## config.mk

```make
export PLATFORM = sky130hd
export DESIGN_NAME = my_div
export DESIGN_NICKNAME = d
export VERILOG_FILES = /design/src/rtl/my_div.sv
export SDC_FILE = /design/constraint.sdc
export NUM_CORES = 1
export LEC_CHECK = 0
export CAP_MARGIN = 0
export CELL_PAD_IN_SITES_DETAIL_PLACEMENT = 2
export CELL_PAD_IN_SITES_GLOBAL_PLACEMENT = 2
export CORE_UTILIZATION = 25
export CTS_CLUSTER_DIAMETER = 80
export DETAILED_ROUTE_END_ITERATION = 7
export GPL_TIMING_DRIVEN = 0
export PLACE_DENSITY_LB_ADDON = 0.1
export REMOVE_ABC_BUFFERS = 1
export SLEW_MARGIN = 10
export SYNTH_ARGS = -nofsm -noshare
export SYNTH_HDL_FRONTEND = slang
export SYNTH_SLANG_ARGS = --single-unit
```

## constraint.sdc

```tcl
create_clock -name ADC_CLK -period 3.8 [get_ports ADC_CLK]
set_input_delay 0.57 -clock ADC_CLK [delete_from_list [all_inputs] [get_ports ADC_CLK]]
set_output_delay 0.57 -clock ADC_CLK [all_outputs]
set_load 0.1 [all_outputs]
```

## src/rtl/my_div.sv

```systemverilog
// ============================================================================
// Module      : my_div
// Description : Signed fixed-point divider, q = (a * 2^DEC_FORMAT) / b.
//               Sign-magnitude radix-2 restoring division, one quotient bit
//               per cycle, followed by a one-cycle sign/saturate stage.
//               Optional macro MY_DIV_ROUND_EN: round to nearest, ties away
//               from zero, using one extra guard bit and one extra cycle.
//               Without it the quotient is truncated toward zero.
// Ports       : ADC_CLK   - clock, rising edge
//               RESETn    - asynchronous active-low reset
//               in_valid  - operands a/b valid
//               in_ready  - divider idle, accepts operands
//               a, b      - dividend / divisor, signed fixed point
//               q         - registered quotient, signed fixed point
//               out_valid - one-cycle pulse marking a new q
//               sat       - q was saturated (valid with out_valid)
//               div_zero  - b was zero (valid with out_valid)
// Revision    : 1.0 - initial release
// ============================================================================
`default_nettype none

module my_div #(
    parameter int DATA_WIDTH = 32,
    parameter int DEC_FORMAT = 16
) (
    input  logic                  ADC_CLK,
    input  logic                  RESETn,
    input  logic                  in_valid,
    output logic                  in_ready,
    input  logic [DATA_WIDTH-1:0] a,
    input  logic [DATA_WIDTH-1:0] b,
    output logic [DATA_WIDTH-1:0] q,
    output logic                  out_valid,
    output logic                  sat,
    output logic                  div_zero
);

`ifdef MY_DIV_ROUND_EN
    localparam int GUARD = 1;
`else
    localparam int GUARD = 0;
`endif

    // Quotient bits produced in CALC (integer + fraction + optional guard).
    localparam int QW = DATA_WIDTH + DEC_FORMAT + GUARD;
    localparam int CW = $clog2(QW + 1);
    localparam logic [CW-1:0] C_LAST = CW'(QW - 1);

    localparam logic [1:0] ST_IDLE = 2'd0;
    localparam logic [1:0] ST_CALC = 2'd1;
    localparam logic [1:0] ST_FIX  = 2'd2;

    localparam logic [QW-1:0] C_LIM_NEG = {{(QW-1){1'b0}}, 1'b1} << (DATA_WIDTH - 1);
    localparam logic [QW-1:0] C_LIM_POS = C_LIM_NEG - {{(QW-1){1'b0}}, 1'b1};
    localparam logic [DATA_WIDTH-1:0] C_MAX = {1'b0, {(DATA_WIDTH-1){1'b1}}};
    localparam logic [DATA_WIDTH-1:0] C_MIN = {1'b1, {(DATA_WIDTH-1){1'b0}}};

    logic [1:0]            state_q,  state_d;
    logic [CW-1:0]         cnt_q,    cnt_d;
    logic [QW-1:0]         shreg_q,  shreg_d;   // dividend bits out, quotient bits in
    logic [DATA_WIDTH-1:0] rem_q,    rem_d;
    logic [DATA_WIDTH-1:0] bmag_q,   bmag_d;
    logic                  neg_q,    neg_d;
    logic                  bzero_q,  bzero_d;
    logic [DATA_WIDTH-1:0] q_q,      q_d;
    logic                  ov_q,     ov_d;
    logic                  sat_q,    sat_d;
    logic                  dz_q,     dz_d;

    logic [DATA_WIDTH-1:0] w_amag;
    logic [DATA_WIDTH-1:0] w_bmag;
    logic [DATA_WIDTH:0]   w_trial;
    logic                  w_take;
    logic [DATA_WIDTH-1:0] w_rem_next;
    logic [QW-1:0]         w_mag;
    logic                  w_over;
    logic [DATA_WIDTH-1:0] w_fix_q;

    // Unsigned magnitudes; the most-negative value maps to 2^(W-1) exactly.
    assign w_amag = a[DATA_WIDTH-1] ? ({DATA_WIDTH{1'b0}} - a) : a;
    assign w_bmag = b[DATA_WIDTH-1] ? ({DATA_WIDTH{1'b0}} - b) : b;

    // Restoring step: the partial remainder is always < |b|, so the trial
    // value fits in DATA_WIDTH+1 bits and the difference in DATA_WIDTH bits.
    assign w_trial    = {rem_q, shreg_q[QW-1]};
    assign w_take     = (w_trial >= {1'b0, bmag_q});
    assign w_rem_next = w_take ? (w_trial[DATA_WIDTH-1:0] - bmag_q)
                               : w_trial[DATA_WIDTH-1:0];

`ifdef MY_DIV_ROUND_EN
    // Guard bit set means the fraction is >= 0.5: add it to round up.
    assign w_mag = (shreg_q >> 1) + QW'(shreg_q[0]);
`else
    assign w_mag = shreg_q;
`endif

    // A negative result may reach 2^(W-1); a positive one only 2^(W-1)-1.
    assign w_over = neg_q ? (w_mag > C_LIM_NEG) : (w_mag > C_LIM_POS);

    always_comb begin
        w_fix_q = w_mag[DATA_WIDTH-1:0];
        if (bzero_q || w_over) begin
            w_fix_q = neg_q ? C_MIN : C_MAX;
        end else if (neg_q) begin
            w_fix_q = {DATA_WIDTH{1'b0}} - w_mag[DATA_WIDTH-1:0];
        end
    end

    always_comb begin
        state_d = state_q;
        cnt_d   = cnt_q;
        shreg_d = shreg_q;
        rem_d   = rem_q;
        bmag_d  = bmag_q;
        neg_d   = neg_q;
        bzero_d = bzero_q;
        q_d     = q_q;
        ov_d    = 1'b0;
        sat_d   = sat_q;
        dz_d    = dz_q;
        case (state_q)
            ST_IDLE: begin
                if (in_valid) begin
                    shreg_d = QW'(w_amag) << (QW - DATA_WIDTH);
                    rem_d   = {DATA_WIDTH{1'b0}};
                    bmag_d  = w_bmag;
                    neg_d   = a[DATA_WIDTH-1] ^ b[DATA_WIDTH-1];
                    bzero_d = (b == {DATA_WIDTH{1'b0}});
                    cnt_d   = C_LAST;
                    state_d = ST_CALC;
                end
            end
            ST_CALC: begin
                shreg_d = {shreg_q[QW-2:0], w_take};
                rem_d   = w_rem_next;
                cnt_d   = cnt_q - 1'b1;
                if (cnt_q == {CW{1'b0}}) begin
                    state_d = ST_FIX;
                end
            end
            ST_FIX: begin
                q_d     = w_fix_q;
                sat_d   = bzero_q | w_over;
                dz_d    = bzero_q;
                ov_d    = 1'b1;
                state_d = ST_IDLE;
            end
            default: begin
                state_d = ST_IDLE;
            end
        endcase
    end

    always_ff @(posedge ADC_CLK or negedge RESETn) begin
        if (!RESETn) begin
            state_q <= ST_IDLE;
            cnt_q   <= {CW{1'b0}};
            shreg_q <= {QW{1'b0}};
            rem_q   <= {DATA_WIDTH{1'b0}};
            bmag_q  <= {DATA_WIDTH{1'b0}};
            neg_q   <= 1'b0;
            bzero_q <= 1'b0;
            q_q     <= {DATA_WIDTH{1'b0}};
            ov_q    <= 1'b0;
            sat_q   <= 1'b0;
            dz_q    <= 1'b0;
        end else begin
            state_q <= state_d;
            cnt_q   <= cnt_d;
            shreg_q <= shreg_d;
            rem_q   <= rem_d;
            bmag_q  <= bmag_d;
            neg_q   <= neg_d;
            bzero_q <= bzero_d;
            q_q     <= q_d;
            ov_q    <= ov_d;
            sat_q   <= sat_d;
            dz_q    <= dz_d;
        end
    end

    assign in_ready  = (state_q == ST_IDLE);
    assign q         = q_q;
    assign out_valid = ov_q;
    assign sat       = sat_q;
    assign div_zero  = dz_q;

endmodule

`default_nettype wire

```

==> impl_metrics.toml <==
[status]
status = "finished, final reports clean"

[yosys]
synth_top_family_by_area = "compound AO/OA/AOI/OAI gates"
synthMuxAreaShare = 0.01280
synth_area_leaders = "dfrtp_1 (39%), o21ai_0 (7.9%), nand2_1 (6.2%)"
synth_ff_type = "dfrtp_1"
ys_types = 67
ys_seq_area_frac = 0.3865
ys_ff_latch = 157
yosysWarnings = 0
synth-xor-area-share = 0.07496
synth_compound_area_frac = 0.2352
synth_top_area_share = 0.3865
synth-adder-area-share = 0.04751
yosysTopAreaCell = "dfrtp_1"
async_flop_share = 1.000
synthSimpleGateAreaFrac = 0.1981
post_synth.cell_area_avg_um2 = 8.305
syn_inst = 1224
synth_edf_count = 0
yosys.cell_count.top_type = "nand2_1"
netlist_area_um2 = 10160
ys_top_cells_by_count = "nand2_1 (169), o21ai_0 (161), dfrtp_1 (157)"

[global_routing]
overflow = 0
grt_usage = 0.1703
grt_pass1_wl_mm = 55.51
grt_pass1_vias = 9922
grt_max_degree = 89
antenna_found_initial = 0

[timing]
slew_violations = 0
fin_skew_ps = 12.01
tightest_slew_ps = 1177
grt_setup_unrepaired = "false"
period_needed_ps = 3503
setup_viol = 0
finalCritPeriodShare = 0.9219
slew_headroom = 0.2127
fmax_mhz = 285.5
holdWs_ps = 83.52
hold_violations = 0

[routing]
vias = 9249
drc = 0
drt_iter0_markers = 263
ant_nets = 0
drt_first_pass_iters = 4
finalWirelength_mm = 34.12
detail_route.wl_per_cell_um = 18.67
via_per_inst = 5.062

[pwr]
p_per_area_nw_per_um2 = 854.7
p_leak_nw = 5.119
power_mw = 10.58
vdd_drop_max_v = 0.0004416

[critical_path]
critical_path.slowest_cell = "dfrtp_1"
critical_path.max_fanout = 9
arrival_ps = 3800
cp.required_ps = 4100
worstRegToRegCells = 13
max_stage_delay_ps = 460
cpMostUsedCell = "buf_4"
crit_path_end_kind = "flop"
cp_cell_sequence = "inv_1, ha_1, or3b_1, or3_4, nor4_4, buf_4, nand4_1, a21o_4, nor2_4, buf_4, a31oi_1, o22ai_1, o21ai_0"
regToRegSetupSlack_ps = 300
r2r_end = "q[12]$_DFFE_PN0P_"
path_class = "flop to flop"
startpoint_type = "flop"
reg2reg_from = "shreg_q[0]$_DFFE_PN0P_"

[final_layout]
area_delta_synth_final_pct = 21.74
layout.nets = 1395
antenna-diode-count = 0
drive_gt1_frac = 0.05760

[floorplan]
io_pins = 103
initial_core_util = 0.2547
die_area_um2 = 41470
core_area_um2 = 39910
die_x_um = 203.6
die_h_um = 203.6
rows = 73

[job]
cap_violations = 0

[clock_tree]
htreeDepth = 4
clkTransAtPathRegs_ps = 70
numCtsBuffers = 17
clk_path_buf_depth = 2
cts.sink_count = 157
root_buffer = "clkbuf_16"
clock_latency_ps = 450
cts_tree = "built"

[place]
io_buffers = 102
dpl.hpwl_mm = 24.60
gp_congestion = 0.7265

[min_path]
hold_class = "input port to async pin"
==> worst max-delay path, delay by kind of cell, from the launching register on <==
kind                     cells  cell delay (ps)
AO/OA/AOI/OAI                4              860
adder cells (fa/ha/maj)      1              210
buffers and inverters        3              520
flip-flops                   1              460
AND/OR/NAND/NOR              5             1290
==> kinds of logic (layout without fill, tap and decap cells) <==
group | Yosys count | in the layout
buffers and inverters | 121 | 199
XOR/XNOR | 87 | 87
adder cells (fa/ha/maj) | 38 | 38
multiplexers | 13 | 13
flip-flops | 157 | 157
AO/OA/AOI/OAI | 393 | 393
AND/OR/NAND/NOR | 415 | 415
==> how the worst max path moves through the flow <==
stage               depth (start not counted)                     to                   start  slack, ps
floorplan                                   4    bzero_q$_DFFE_PN0P_  state_q[1]$_DFFE_PN0P_       -860
global placement                            4  rem_q[24]$_DFFE_PN0P_  state_q[1]$_DFFE_PN0P_      -6820
detailed placement                         11       q[7]$_DFFE_PN0P_  shreg_q[0]$_DFFE_PN0P_       -660
CTS                                        12      q[15]$_DFFE_PN0P_  shreg_q[0]$_DFFE_PN0P_         10
global route                               11      q[16]$_DFFE_PN0P_  shreg_q[0]$_DFFE_PN0P_         70
finish                                     13      q[12]$_DFFE_PN0P_  shreg_q[0]$_DFFE_PN0P_        300
==> registers in the layout (all words and copies together) (netlist names) <==
name       cells
shreg_q       48
state_q        2
sat            1
div_zero       1
rem_q         32
q             32
bzero_q        1
out_valid      1
neg_q          1
bmag_q        32
cnt_q          6
==> where the power goes <==
group	internal, mW	switching, mW	leakage, nW
registers	2.37	0.726	1.97
logic	2.39	3.50	2.90
clock network	0.841	0.756	0.258
total	5.60	4.98	5.12
==> area by class of cell <==
| type | count | area (µm²) |
|---|---|---|
| Sequential cell | 157 | 3929 |
| Fill cell | 4513 | 27540 |
| Timing Repair Buffer | 116 | 1239 |
| Multi-Input combinational cell | 946 | 5839 |
| Clock buffer | 19 | 442.9 |
| Inverter | 52 | 195.2 |
| Tap cell | 525 | 656.9 |
| Clock inverter | 12 | 72.57 |
==> stage by stage <==
| stage | cells | util | worst slack [ps] | instance area (µm²) | setup TNS [ps] |
|---|---|---|---|---|---|
| global placement | 1782 | 0.2901 | -6817 | 11580 | -1172370 |
| detailed placement | 1788 | 0.2951 | -661.5 | 11780 | -10180 |
| floorplan | 1155 | - | -861.7 | 9903 | -51720 |
| CTS | 1824 | 0.3093 | 9.884 | 12350 | 0 |
| finish | 1827 | 0.3100 | 296.8 | 12370 | 0 |
| global route | 1827 | 0.3100 | 66.15 | 12370 | 0 |
==> per-layer routing <==
metal	part of all wire	global-route usage	vias to the layer above
met3	0.019	0.02237	27
met2	0.50	0.2952	93
met5	0	0	-
met4	0.012	0.04619	0
li1	-	-	4509
met1	0.47	0.2203	4620
==> cells in the final DEF (no fill, tap or decap), types with 7 or more instances in the layout <==
cell type and count:
clkbuf_16 17, nand2b_1 11, ha_1 37, nor4_1 12, xnor2_1 20, o22ai_1 8, inv_1 50, dfrtp_1 157
and3_1 7, a32oi_1 7, buf_4 8, a22oi_1 26, or3_1 11, clkdlybuf4s50_1 100, or4_1 12, a21oi_1 83
nand2_1 168, clkinv_2 8, o41ai_1 7, nand4_1 10, o21ai_0 161, xor2_1 67, o31ai_1 21, nor2_1 73
nor2b_1 9, mux2i_1 13, a21o_1 15, nand3_1 33, nor3_1 31, a31oi_1 16
==> repair_timing <==
item                                    in CTS  in global routing
hold buffers                                 0                  0
setup buffers                                5                  3
gates resized for setup                      3                  1
pin swaps                                    2                  2
endpoints found under the setup margin      28                 20
Note: power is estimated with default switching activity, not from simulation.
